[src/rtl/adaptive_thresh_3x3.sv]
// ---------------------------------------------------------------------------
// adaptive_thresh_3x3
//   Local-mean adaptive binarisation of a 3x3 pixel window. For every valid
//   window the exact 9-pixel mean is formed, a fixed OFFSET is subtracted
//   (saturating at zero), and the centre pixel is compared against it:
//   centre > threshold gives 8'd255, otherwise 8'd0. Four register stages,
//   no stall, one window per clock. The output raster position is tracked
//   so the last pixel of a frame raises frame_done, and the frame border
//   can optionally be forced to background.
//
// Ports
//   clk                 in   pixel clock
//   rst_n               in   asynchronous active-low reset
//   matrix_vld          in   window valid (one window per high cycle)
//   matrix_11..33 [7:0] in   window pixels, row-major, matrix_22 is centre
//   dout_vld            out  binary pixel valid, 4 clocks after matrix_vld
//   dout [7:0]          out  8'd255 foreground / 8'd0 background
//   frame_done          out  1-cycle pulse with pixel (V_DISP-1, H_DISP-1)
// ---------------------------------------------------------------------------
module adaptive_thresh_3x3 #(
  parameter logic [11:0] H_DISP      = 12'd640,
  parameter logic [11:0] V_DISP      = 12'd480,
  parameter logic [7:0]  OFFSET      = 8'd5,
  parameter logic        BORDER_ZERO = 1'b0
) (
  input  logic       clk,
  input  logic       rst_n,
  input  logic       matrix_vld,
  input  logic [7:0] matrix_11,
  input  logic [7:0] matrix_12,
  input  logic [7:0] matrix_13,
  input  logic [7:0] matrix_21,
  input  logic [7:0] matrix_22,
  input  logic [7:0] matrix_23,
  input  logic [7:0] matrix_31,
  input  logic [7:0] matrix_32,
  input  logic [7:0] matrix_33,
  output logic       dout_vld,
  output logic [7:0] dout,
  output logic       frame_done
);

  // 65536/9 rounded up; (sum*7282)>>16 equals floor(sum/9) for sum <= 2295
  localparam logic [24:0] RECIP9 = 25'd7282;

  // Stage 1: row sums and centre
  logic       vld1_q, vld1_d;
  logic [9:0] r1_q, r1_d;
  logic [9:0] r2_q, r2_d;
  logic [9:0] r3_q, r3_d;
  logic [7:0] c1_q, c1_d;

  // Stage 2: full window sum
  logic        vld2_q, vld2_d;
  logic [11:0] sum_q, sum_d;
  logic [7:0]  c2_q, c2_d;

  // Stage 3: threshold
  logic        vld3_q, vld3_d;
  logic [7:0]  thr_q, thr_d;
  logic [7:0]  c3_q, c3_d;
  logic [24:0] prod_s;
  logic [7:0]  mean_s;

  // Raster position of the pixel currently in stage 3
  logic [11:0] cnt_col_q, cnt_col_d;
  logic [11:0] cnt_row_q, cnt_row_d;
  logic        col_last_s;
  logic        row_last_s;
  logic        border_s;

  // Stage 4: registered outputs
  logic       dout_vld_q, dout_vld_d;
  logic [7:0] dout_q, dout_d;
  logic       frame_done_q, frame_done_d;

  // Stage 1 next-state: widen each pixel to 10 bits and add along rows
  always_comb begin
    vld1_d = matrix_vld;
    r1_d   = {2'b00, matrix_11} + {2'b00, matrix_12} + {2'b00, matrix_13};
    r2_d   = {2'b00, matrix_21} + {2'b00, matrix_22} + {2'b00, matrix_23};
    r3_d   = {2'b00, matrix_31} + {2'b00, matrix_32} + {2'b00, matrix_33};
    c1_d   = matrix_22;
  end

  // Stage 2 next-state: total of the three row sums (max 2295 fits 12 bits)
  always_comb begin
    vld2_d = vld1_q;
    sum_d  = {2'b00, r1_q} + {2'b00, r2_q} + {2'b00, r3_q};
    c2_d   = c1_q;
  end

  // Stage 3 next-state: exact mean by reciprocal multiply, then saturating bias
  always_comb begin
    prod_s = {13'd0, sum_q} * RECIP9;
    mean_s = 8'(prod_s >> 16);
    vld3_d = vld2_q;
    c3_d   = c2_q;
    if (mean_s > OFFSET) begin
      thr_d = mean_s - OFFSET;
    end else begin
      thr_d = 8'd0;
    end
  end

  // Raster counters: step once per window leaving stage 3, row-major wrap
  always_comb begin
    col_last_s = (cnt_col_q == (H_DISP - 12'd1));
    row_last_s = (cnt_row_q == (V_DISP - 12'd1));
    border_s   = (cnt_col_q == 12'd0) || col_last_s ||
                 (cnt_row_q == 12'd0) || row_last_s;
    cnt_col_d  = cnt_col_q;
    cnt_row_d  = cnt_row_q;
    if (vld3_q) begin
      if (col_last_s) begin
        cnt_col_d = 12'd0;
        if (row_last_s) begin
          cnt_row_d = 12'd0;
        end else begin
          cnt_row_d = cnt_row_q + 12'd1;
        end
      end else begin
        cnt_col_d = cnt_col_q + 12'd1;
        cnt_row_d = cnt_row_q;
      end
    end else begin
      cnt_col_d = cnt_col_q;
      cnt_row_d = cnt_row_q;
    end
  end

  // Stage 4 next-state: strict compare, optional border mask, frame end flag
  always_comb begin
    dout_vld_d   = vld3_q;
    frame_done_d = vld3_q && col_last_s && row_last_s;
    if (!vld3_q) begin
      // idle slots present background so stale data never leaks out
      dout_d = 8'd0;
    end else if ((BORDER_ZERO == 1'b1) && border_s) begin
      dout_d = 8'd0;
    end else if (c3_q > thr_q) begin
      dout_d = 8'd255;
    end else begin
      dout_d = 8'd0;
    end
  end

  // All pipeline, counter and output registers; reset discards in-flight data
  always_ff @(posedge clk or negedge rst_n) begin
    if (!rst_n) begin
      vld1_q       <= 1'b0;
      r1_q         <= 10'd0;
      r2_q         <= 10'd0;
      r3_q         <= 10'd0;
      c1_q         <= 8'd0;
      vld2_q       <= 1'b0;
      sum_q        <= 12'd0;
      c2_q         <= 8'd0;
      vld3_q       <= 1'b0;
      thr_q        <= 8'd0;
      c3_q         <= 8'd0;
      cnt_col_q    <= 12'd0;
      cnt_row_q    <= 12'd0;
      dout_vld_q   <= 1'b0;
      dout_q       <= 8'd0;
      frame_done_q <= 1'b0;
    end else begin
      vld1_q       <= vld1_d;
      r1_q         <= r1_d;
      r2_q         <= r2_d;
      r3_q         <= r3_d;
      c1_q         <= c1_d;
      vld2_q       <= vld2_d;
      sum_q        <= sum_d;
      c2_q         <= c2_d;
      vld3_q       <= vld3_d;
      thr_q        <= thr_d;
      c3_q         <= c3_d;
      cnt_col_q    <= cnt_col_d;
      cnt_row_q    <= cnt_row_d;
      dout_vld_q   <= dout_vld_d;
      dout_q       <= dout_d;
      frame_done_q <= frame_done_d;
    end
  end

  assign dout_vld   = dout_vld_q;
  assign dout       = dout_q;
  assign frame_done = frame_done_q;

endmodule
[config.mk]
export PLATFORM = sky130hd
export DESIGN_NAME = adaptive_thresh_3x3
export DESIGN_NICKNAME = d
export VERILOG_FILES = /design/src/rtl/adaptive_thresh_3x3.sv
export SDC_FILE = /design/constraint.sdc
export NUM_CORES = 1
export LEC_CHECK = 0
export CORE_MARGIN = 4
export CORE_UTILIZATION = 55
export DETAILED_ROUTE_END_ITERATION = 10
export HOLD_SLACK_MARGIN = 0.08
export PLACE_DENSITY = 0.78
export SLEW_MARGIN = 5
export SYNTH_ARGS = -nofsm -noshare
export SYNTH_HDL_FRONTEND = slang
export SYNTH_SLANG_ARGS = --single-unit
export TNS_END_PERCENT = 1
[constraint.sdc]
create_clock -name clk -period 7.8 [get_ports clk]
set_input_delay 1.56 -clock clk [delete_from_list [all_inputs] [get_ports clk]]
set_output_delay 1.56 -clock clk [all_outputs]
set_load 0.05 [all_outputs]
Word level (Yosys, flattened, before mapping). Cells that the tools add are included.

Bits of input ports: 75. Flip-flop bits (word level): 111. Word-level logic and storage cells: 40.

Mux-type cells: 5. $lt $le $gt $ge: 2. Reduce and logical (&&, ||, !) cells: 3. Equal/unequal tests: 2. Add/sub/neg operators: 11. Multipliers: 1.

Operator list (number): 9-bit by 8-bit adder with 10-bit output (3); 8-bit by 8-bit adder with 9-bit output (3); 12-bit by 1-bit adder with 12-bit output (second input constant) (2); 12-bit 2-to-1 mux (2); 8-bit 2-to-1 mux (3); 12-bit by 12-bit multiplier with 23-bit output (second input constant) (1); 11-bit by 10-bit adder with 12-bit output (1); 12-bit by 10-bit equality test with 1-bit output (second input constant) (1); 12-bit by 9-bit equality test with 1-bit output (second input constant) (1); 10-bit by 10-bit adder with 11-bit output (1); 8-bit by 3-bit > comparator with 1-bit output (second input constant) (1); 8-bit > comparator (1); 8-bit by 3-bit subtractor with 8-bit output (second input constant) (1); 1-bit logical AND (2); 2-bit AND reduction (1).

Logic depth before layout (Yosys ltp). Gate-level depths: netlist (run 1).

Word-level depth: 3. Mapped depth: 23. Gate-level depth less buffers: 23.

Worst setup path after synthesis (run 1). Ideal clock, no wire load.

Path kind: register to register. From: register sum_q[3]. To: register thr_q[7]. Required time: 7.675 ns. Library setup time: 0.125 ns. Data arrival time: 4.956 ns. Cell stages (with the launch flop): 20. Path buffers: 0. Path slack: 2.719 ns. Cells stage by stage: dfrtp_1 inv_1 fa_1 inv_1 ha_1 inv_1 fa_1 inv_1 fa_1 inv_1 fa_1 inv_1 ha_1 and3_4 a31oi_4 a21oi_2 or4_4 nand3_4 and4_1 mux2_4.

Word-level cells in the longest chain between the ends: 3. Elaborated cells between the ends (all ways): 4. Those cells by class: 1 x add/sub; 1 x mul; 1 x order compare; 1 x mux.

RTL lines: from (decl) (RTL line 55) `logic [11:0] sum_q, sum_d;`; from (signal assigned) (RTL line 174) `sum_q <= sum_d;`; 12-bit by 12-bit multiplier with 23-bit output (*) (RTL line 95) `prod_s = {13'd0, sum_q} * RECIP9;`; 8-bit by 3-bit subtractor with 8-bit output / 8-bit by 3-bit > comparator with 1-bit output (equally long branches) (RTL line 100, 99); 8-bit 2-to-1 mux (*) (RTL line 99) `if (mean_s > OFFSET) begin`; via thr_d[7] (RTL line 60) `logic [7:0] thr_q, thr_d;`; to (signal assigned) (RTL line 177) `thr_q <= thr_d;`; to (decl) (RTL line 60).

Mark *: on every way through the listed nets, which the timed path passes. The rest lies on a longest branch. A chain may end at the register's enable or synchronous reset.

Worst setup path in the final report (run 1).
From: register sum_q[3]. To: register thr_q[5].

Same word-level chain as after synthesis.

==> metrics, run 1 <==
status=complete, no violations; CTS root buf=clkbuf_16; Starting Density=56.10%; startpoint class of the critical path=flop; Data required, critical path=roughly 8000 ps; setup_tns=0 ps; clock sinks=around 100; GRT Util Overall=about a fifth; layout cells sized above 1=4.899%; Avg WL per Cell=about 15 um; CTS max path bufs=2; Die Ht=126.8 um; pre-CTS worst setup slack=roughly 2300 ps; Post-Synthesis Cell Area=roughly 0.0078 mm^2; cell count after synthesis=approximately 710; Crit Path Class=flop to flop; Final Slew Violations=0; # hold bufs at CTS=0; met2 Use GR=between 30 and 40%; count of different cell masters after synthesis=63; overflow left after global routing=0; Achievable Freq=182.5 MHz; Post-synth EDFFs=0; Final setup viols=0; CTS tree=done; Final Hold Viols=0; HP Class=flop to flop; TritonRoute pass-1 iters=4; diode count=0; nets=1041; DRC Markers=0; ys async rst share=between 90% and 100%; M1 GR Usage=between 20% and 30%; WP data arrival=5750 ps; DR vias=5181; row count=43; Ports=85; first-pass GRT wire length=~26 mm; main flop type after synthesis=dfrtp_1; #FFs+latches synth=~100; Iteration-0 DRC Markers=roughly 380; area grow syn2layout=16.94%; total CTS buffers=9; die area=approximately 0.016 mm^2; vias per cell=between 5 and 6; DIE WIDTH=approximately 130 um; Rel. slew slack=between 40% and 50%; port bufs=84; largest net degree at the start of global routing=between 70 and 80; synthesized area per cell=between 10 and 15 um^2; crit path max fanout=4; clk slew on worst S/H paths=approximately 80 ps; RSZ-0062 raised after global routing=false; Setup crit end kind=flop; number of post-CTS setup repair buffers=0; final clock skew=8.732 ps; max cap viols=0; sequential element share of the synthesized area=between 30 and 40%; Antenna Violating Nets Remaining=0; grt peak-use layer=met2; final instance area=roughly 0.0091 mm^2; synth warn=0; post-synthesis net count=957; measured slew at the worst slew-check pin=877.9 ps; wirelength, routed=approximately 15 mm; post-cts gate resize count=0; H-tree depth=3; core area=0.01383 mm^2; Detailed Place HPWL=12.58 mm; Final Critical Period=approximately 5500 ps; initial antenna violation count=0; met3 GRT Util=under 10%; Setup WS post-layout=~2300 ps; worst skew pair latency=around 350 ps; Post-Place Cell Area=between 0.008 and 0.009 mm^2; Final Wtd Congestion=around 0.93; vias in the first global route=about 5700; fin crit share=about 70%
-- placed cells by master (no fill, tap or decap), drive strengths merged, types with 2 or more instances in the layout --
cell type      count
fa                67
clkbuf             9
o22ai              2
xor2              18
o21bai             9
buf                2
nor2b              5
ha               108
dfrtp            104
mux2i              2
clkinv             3
nor4b              3
o211ai             2
nor3               3
o21ai             20
nand4             13
and2               5
nor2              35
a21o              10
nand2             36
o221ai             2
o31ai              2
a21boi             3
nor3b              2
o21a               2
clkdlybuf4s50     83
nand2b             2
nand3             16
xnor2             40
and3               4
inv              127
a21oi             41
-- cells by family (layout without fill, tap and decap cells) --
kind of cell    count (synthesis)  count (layout)  share of synthesized area [%]
compound gates                101             101                          8.451
buf+inv                       135             224                          6.935
mux                             3               3                         0.4516
flops                         104             104                          33.55
fa+ha+maj                     175             175                          34.71
simple gates                  131             131                          9.016
xor+xnor                       58              58                          6.887
-- routing by layer --
metal,routed length [um],share of wire (%),vias up
met5,0,0,-
met2,7606,51,132
met3,440,2.9,24
met1,6610,44,2548
li1,-,-,2477
met4,331,2.2,0
-- path summary, 6_finish.rpt --
check,end,cells past startpoint,slack [ps],startpoint
setup / recovery,thr_q[5]$_DFF_PN0_,22,2320,sum_q[3]$_DFF_PN0_
hold / removal,c3_q[0]$_DFF_PN0_,0,350,c2_q[0]$_DFF_PN0_
setup reg to reg,thr_q[5]$_DFF_PN0_,22,2320,sum_q[3]$_DFF_PN0_
hold reg to reg,c3_q[0]$_DFF_PN0_,0,350,c2_q[0]$_DFF_PN0_
max in group asynchronous,r3_q[0]$_DFF_PN0_,2,5460,rst_n
min in group asynchronous,cnt_col_q[1]$_DFFE_PN0P_,1,1120,rst_n
-- sequential cells by signal (all words and copies together), names as in the netlist --
name        cells
c1_q            8
c2_q            8
c3_q            8
cnt_col_q      12
cnt_row_q      12
dout            1
dout_vld        1
dout_vld_d      1
frame_done      1
r1_q           10
r2_q           10
r3_q           10
sum_q          12
thr_q           8
vld1_q          1
vld2_q          1
-- synthesized netlist by cell type (3+ instances only) --
library cell  number  area share (%)
dfrtp_1          104              34
xor2_1            18             2.0
a21oi_2            4            0.45
o21bai_1           9            0.87
nand4_1           13             1.0
o21ai_0           18             1.2
a21o_1             9            0.87
ha_1             108              17
buf_2              4            0.26
a21oi_1           37             2.4
inv_1            123             6.0
nor3_1             3            0.19
nand2_1           35             1.7
xnor2_1           38             4.3
nor2_1            34             1.6
and2_1             5            0.40
nor2b_1            5            0.40
fa_1              67              17
nand3_1           15            0.97
buf_4              7            0.68
-- stage by stage --
step	utilization, %	cells	hold WS, ps
2_1_floorplan	-	707	331.2
3_3_place_gp	63.30	960	331.8
3_5_place_dp	63.30	960	334.7
4_1_cts	65.60	976	351.7
5_1_grt	65.60	976	366.3
6_report	65.60	976	350.2
-- worst max-delay path: stages (launching register included) --
cell and delay (ps):
dfrtp_1 400, inv_1 110, fa_1 540, inv_1 50
ha_1 290, inv_1 60, fa_1 500, inv_1 50
fa_1 490, inv_1 50, fa_1 530, inv_1 40
ha_1 350, and3_4 230, a31oi_4 200, a21oi_2 90
nor3b_1 270, xnor2_1 210, inv_1 130, ha_1 260
nor3b_2 320, nor3_1 90, a21oi_1 140
-- area by class of cell --
type	instances	area, um^2
clock buffers	9	225.2
clock inverters	7	93.84
fillers	1033	4756
inverters	123	461.7
multi-input cells	468	4617
flip-flops and latches	104	2603
well taps	180	225.2
repair buffers	85	845.8
Power of run 1 is not shown: default switching activity piles up to over one toggle a cycle in this logic, so the estimate is an artifact.
==> inputs of run 2 (changes only) <==
CORE_UTILIZATION = 52   (was 55)
PLACE_DENSITY = 0.77   (was 0.78)
clock period = 4.85 ns   (was 7.8 ns; I/O delays follow)
==> run 2 against run 1 <==
- the run now ends with setup timing left
- critical path type unchanged
- first-iteration DRC count fell by 8.5%
- global-route usage grew 0.20 points
- sequential share of layout area is 1.7 points lower
- sequential cell count stayed put
==> metrics, run 2 (synthesis gave the netlist of run 1 again) <==
area grow syn2layout=24.61% (was 16.94%); slowest stage delay, CP=540 ps (about the same); Setup crit end kind=flop (unchanged); Achievable Freq=199.3 MHz (was 182.5 MHz); worst skew pair latency=350 ps (about the same); r2r endpoint=thr_q[7]$_DFF_PN0_ (was thr_q[5]$_DFF_PN0_); HP Class=flop to flop (unchanged); CTS max path bufs=2 (unchanged); Final Slew Violations=0 (unchanged); Rel. slew slack=33.39% (was 41.48%); nets=1093 (was 1041); startpoint class of the critical path=flop (unchanged); Final setup viols=8 (was 0); Setup WS post-layout=-167.2 ps (was 2322 ps); Final Wtd Congestion=0.8993 (was 0.9302); most common cell after layout, fill and taps aside=inv_1 (unchanged); fin crit share=103.4% (was 70.23%); wirelength, routed=15.56 mm (was 14.99 mm); cells along the critical path=inv_1, buf_4, fa_1, inv_1, ha_1, ha_1, inv_1, fa_1, fa_1, inv_1, ha_4, a211oi_2, buf_4, nand2_1, o221a_2, nor4_1, nand4b_1, and4_4, mux2_4 (was inv_1, fa_1, inv_1, ha_1, inv_1, fa_1, inv_1, fa_1, inv_1, fa_1, inv_1, ha_1, and3_4, a31oi_4, a21oi_2, nor3b_1, xnor2_1, inv_1, ha_1, nor3b_2, nor3_1, a21oi_1); clock sinks=104 (unchanged); layout cells sized above 1=15.09% (was 4.899%); violated checks=setup timing; Data required, critical path=5080 ps (was 8070 ps); Reg2Reg Setup Slack=-170 ps (was 2320 ps); port bufs=84 (unchanged); setup_tns=-517.4 ps (was 0 ps); Final Critical Period=5017 ps (was 5478 ps); row count=44 (was 43); DIE WIDTH=130.1 um (was 126.8 um); clk slew on worst S/H paths=80 ps (about the same); most frequent cells in the layout=inv_1, dfrtp_1, ha_1 (was inv_1, ha_1, dfrtp_1); cell mode on critical path=inv_1 (unchanged); max cap viols=0 (unchanged); RSZ-0062 raised after global routing=true (was false); R2R Path Start=sum_q[6]$_DFF_PN0_ (was sum_q[3]$_DFF_PN0_); Starting Density=53.17% (was 56.10%); Ports=85 (unchanged); CTS tree=done (unchanged); Detailed Place HPWL=12.70 mm (was 12.58 mm); Die Ht=130.1 um (was 126.8 um); core area=0.01459 mm^2 (was 0.01383 mm^2); Core Util, Final=66.26% (was 65.60%); Iteration-0 DRC Markers=345 (was 377); measured slew at the worst slew-check pin=999.1 ps (was 877.9 ps); CTS root buf=clkbuf_16 (unchanged); hold path start=c1_q[6]$_DFF_PN0_ (was c2_q[0]$_DFF_PN0_); Crit Path Class=flop to flop (unchanged); die area=0.01694 mm^2 (was 0.01607 mm^2); Antenna Violating Nets Remaining=0 (unchanged); DR vias=5369 (was 5181); TritonRoute pass-1 iters=4 (unchanged); hold endpoint=c2_q[6]$_DFF_PN0_ (was c3_q[0]$_DFF_PN0_); critical path's slowest cell=fa_1 (unchanged); final clock skew=9.588 ps (was 8.732 ps); GRT Util Overall=20.31% (was 20.11%); initial antenna violation count=0 (unchanged); total CTS buffers=9 (unchanged); vias per cell=5.203 (was 5.308); vias in the first global route=5944 (was 5713); Post-Layout Cell Count=1032 (was 976); worst hold stages=0 (unchanged); crit path max fanout=3 (was 4); first-pass GRT wire length=27.54 mm (was 26.30 mm); # placed instances=1006 (was 960); DRC Markers=0 (unchanged); Avg WL per Cell=15.08 um (was 15.36 um); diode count=0 (unchanged); overflow left after global routing=0 (unchanged); Fillers=1077 (was 1033); status=complete, but fails checks (was complete, no violations); largest net degree at the start of global routing=85 (was 75); WP data arrival=5250 ps (was 5750 ps); H-tree depth=3 (unchanged); worst reg2reg path depth=19 (was 22); biggest regs=cnt_col_q: 12 flops, cnt_row_q: 12 flops, sum_q: 12 flops (unchanged); Final Hold Viols=0 (unchanged)
run 2: repair_timing:
item | in CTS | in global routing
resized for setup | 14 | 19
pin swaps | 16 | 14
hold buffers | 0 | 0
endpoints found under the setup margin | 8 | 8
buffers inserted | 4 | 6
run 2: cell type report:
class	count	area [um^2]	share of cell area, %
Clock buffer	9	225.2	2.330
Clock inverter	7	88.84	0.9190
Inverter	123	461.7	4.776
Multi-Input combinational cell	468	4816	49.82
Sequential cell	104	2605	26.95
Tap cell	184	230.2	2.382
Timing Repair Buffer	137	1240	12.83
run 2: through the flow:
stage / instance area, um^2 / hold WS, ps / setup WS [ps]
final: 9667 / 346.2 / -167.2
after global routing: 9667 / 349.7 / -383.1
after CTS: 9522 / 349.0 / -149.6
after detailed placement: 9117 / 335.5 / -264.1
after global placement: 9117 / 332.1 / -128.2
after floorplan: 7802 / 331.2 / 8.479
run 2: worst max-delay path: cells and delay by family (launching register included):
kind | cells | cell delay [ps]
adder cells (fa/ha/maj) | 6 | 2260
flip-flops | 1 | 380
multiplexers | 1 | 310
AND/OR/NAND/NOR | 4 | 850
buffers and inverters | 6 | 520
AO/OA/AOI/OAI | 2 | 570
run 2: how the worst max path moves through the flow:
stage                                   from                 end  slack [ps]
final                     sum_q[6]$_DFF_PN0_  thr_q[7]$_DFF_PN0_        -170
after global routing      sum_q[1]$_DFF_PN0_  thr_q[7]$_DFF_PN0_        -380
after CTS                 sum_q[8]$_DFF_PN0_  thr_q[5]$_DFF_PN0_        -150
after detailed placement  sum_q[3]$_DFF_PN0_  thr_q[5]$_DFF_PN0_        -260
after global placement    sum_q[3]$_DFF_PN0_  thr_q[7]$_DFF_PN0_        -130
after floorplan           sum_q[3]$_DFF_PN0_  thr_q[7]$_DFF_PN0_           8
run 2: per-layer routing:
layer	vias up	part of all wire [%]	track usage, %
met2	104	52	35.85
met5	-	0	0
met4	0	1.5	4.584
li1	2582	-	-
met3	19	3.0	2.783
met1	2664	43	26.80
Power of run 2 is left out for the same reason.
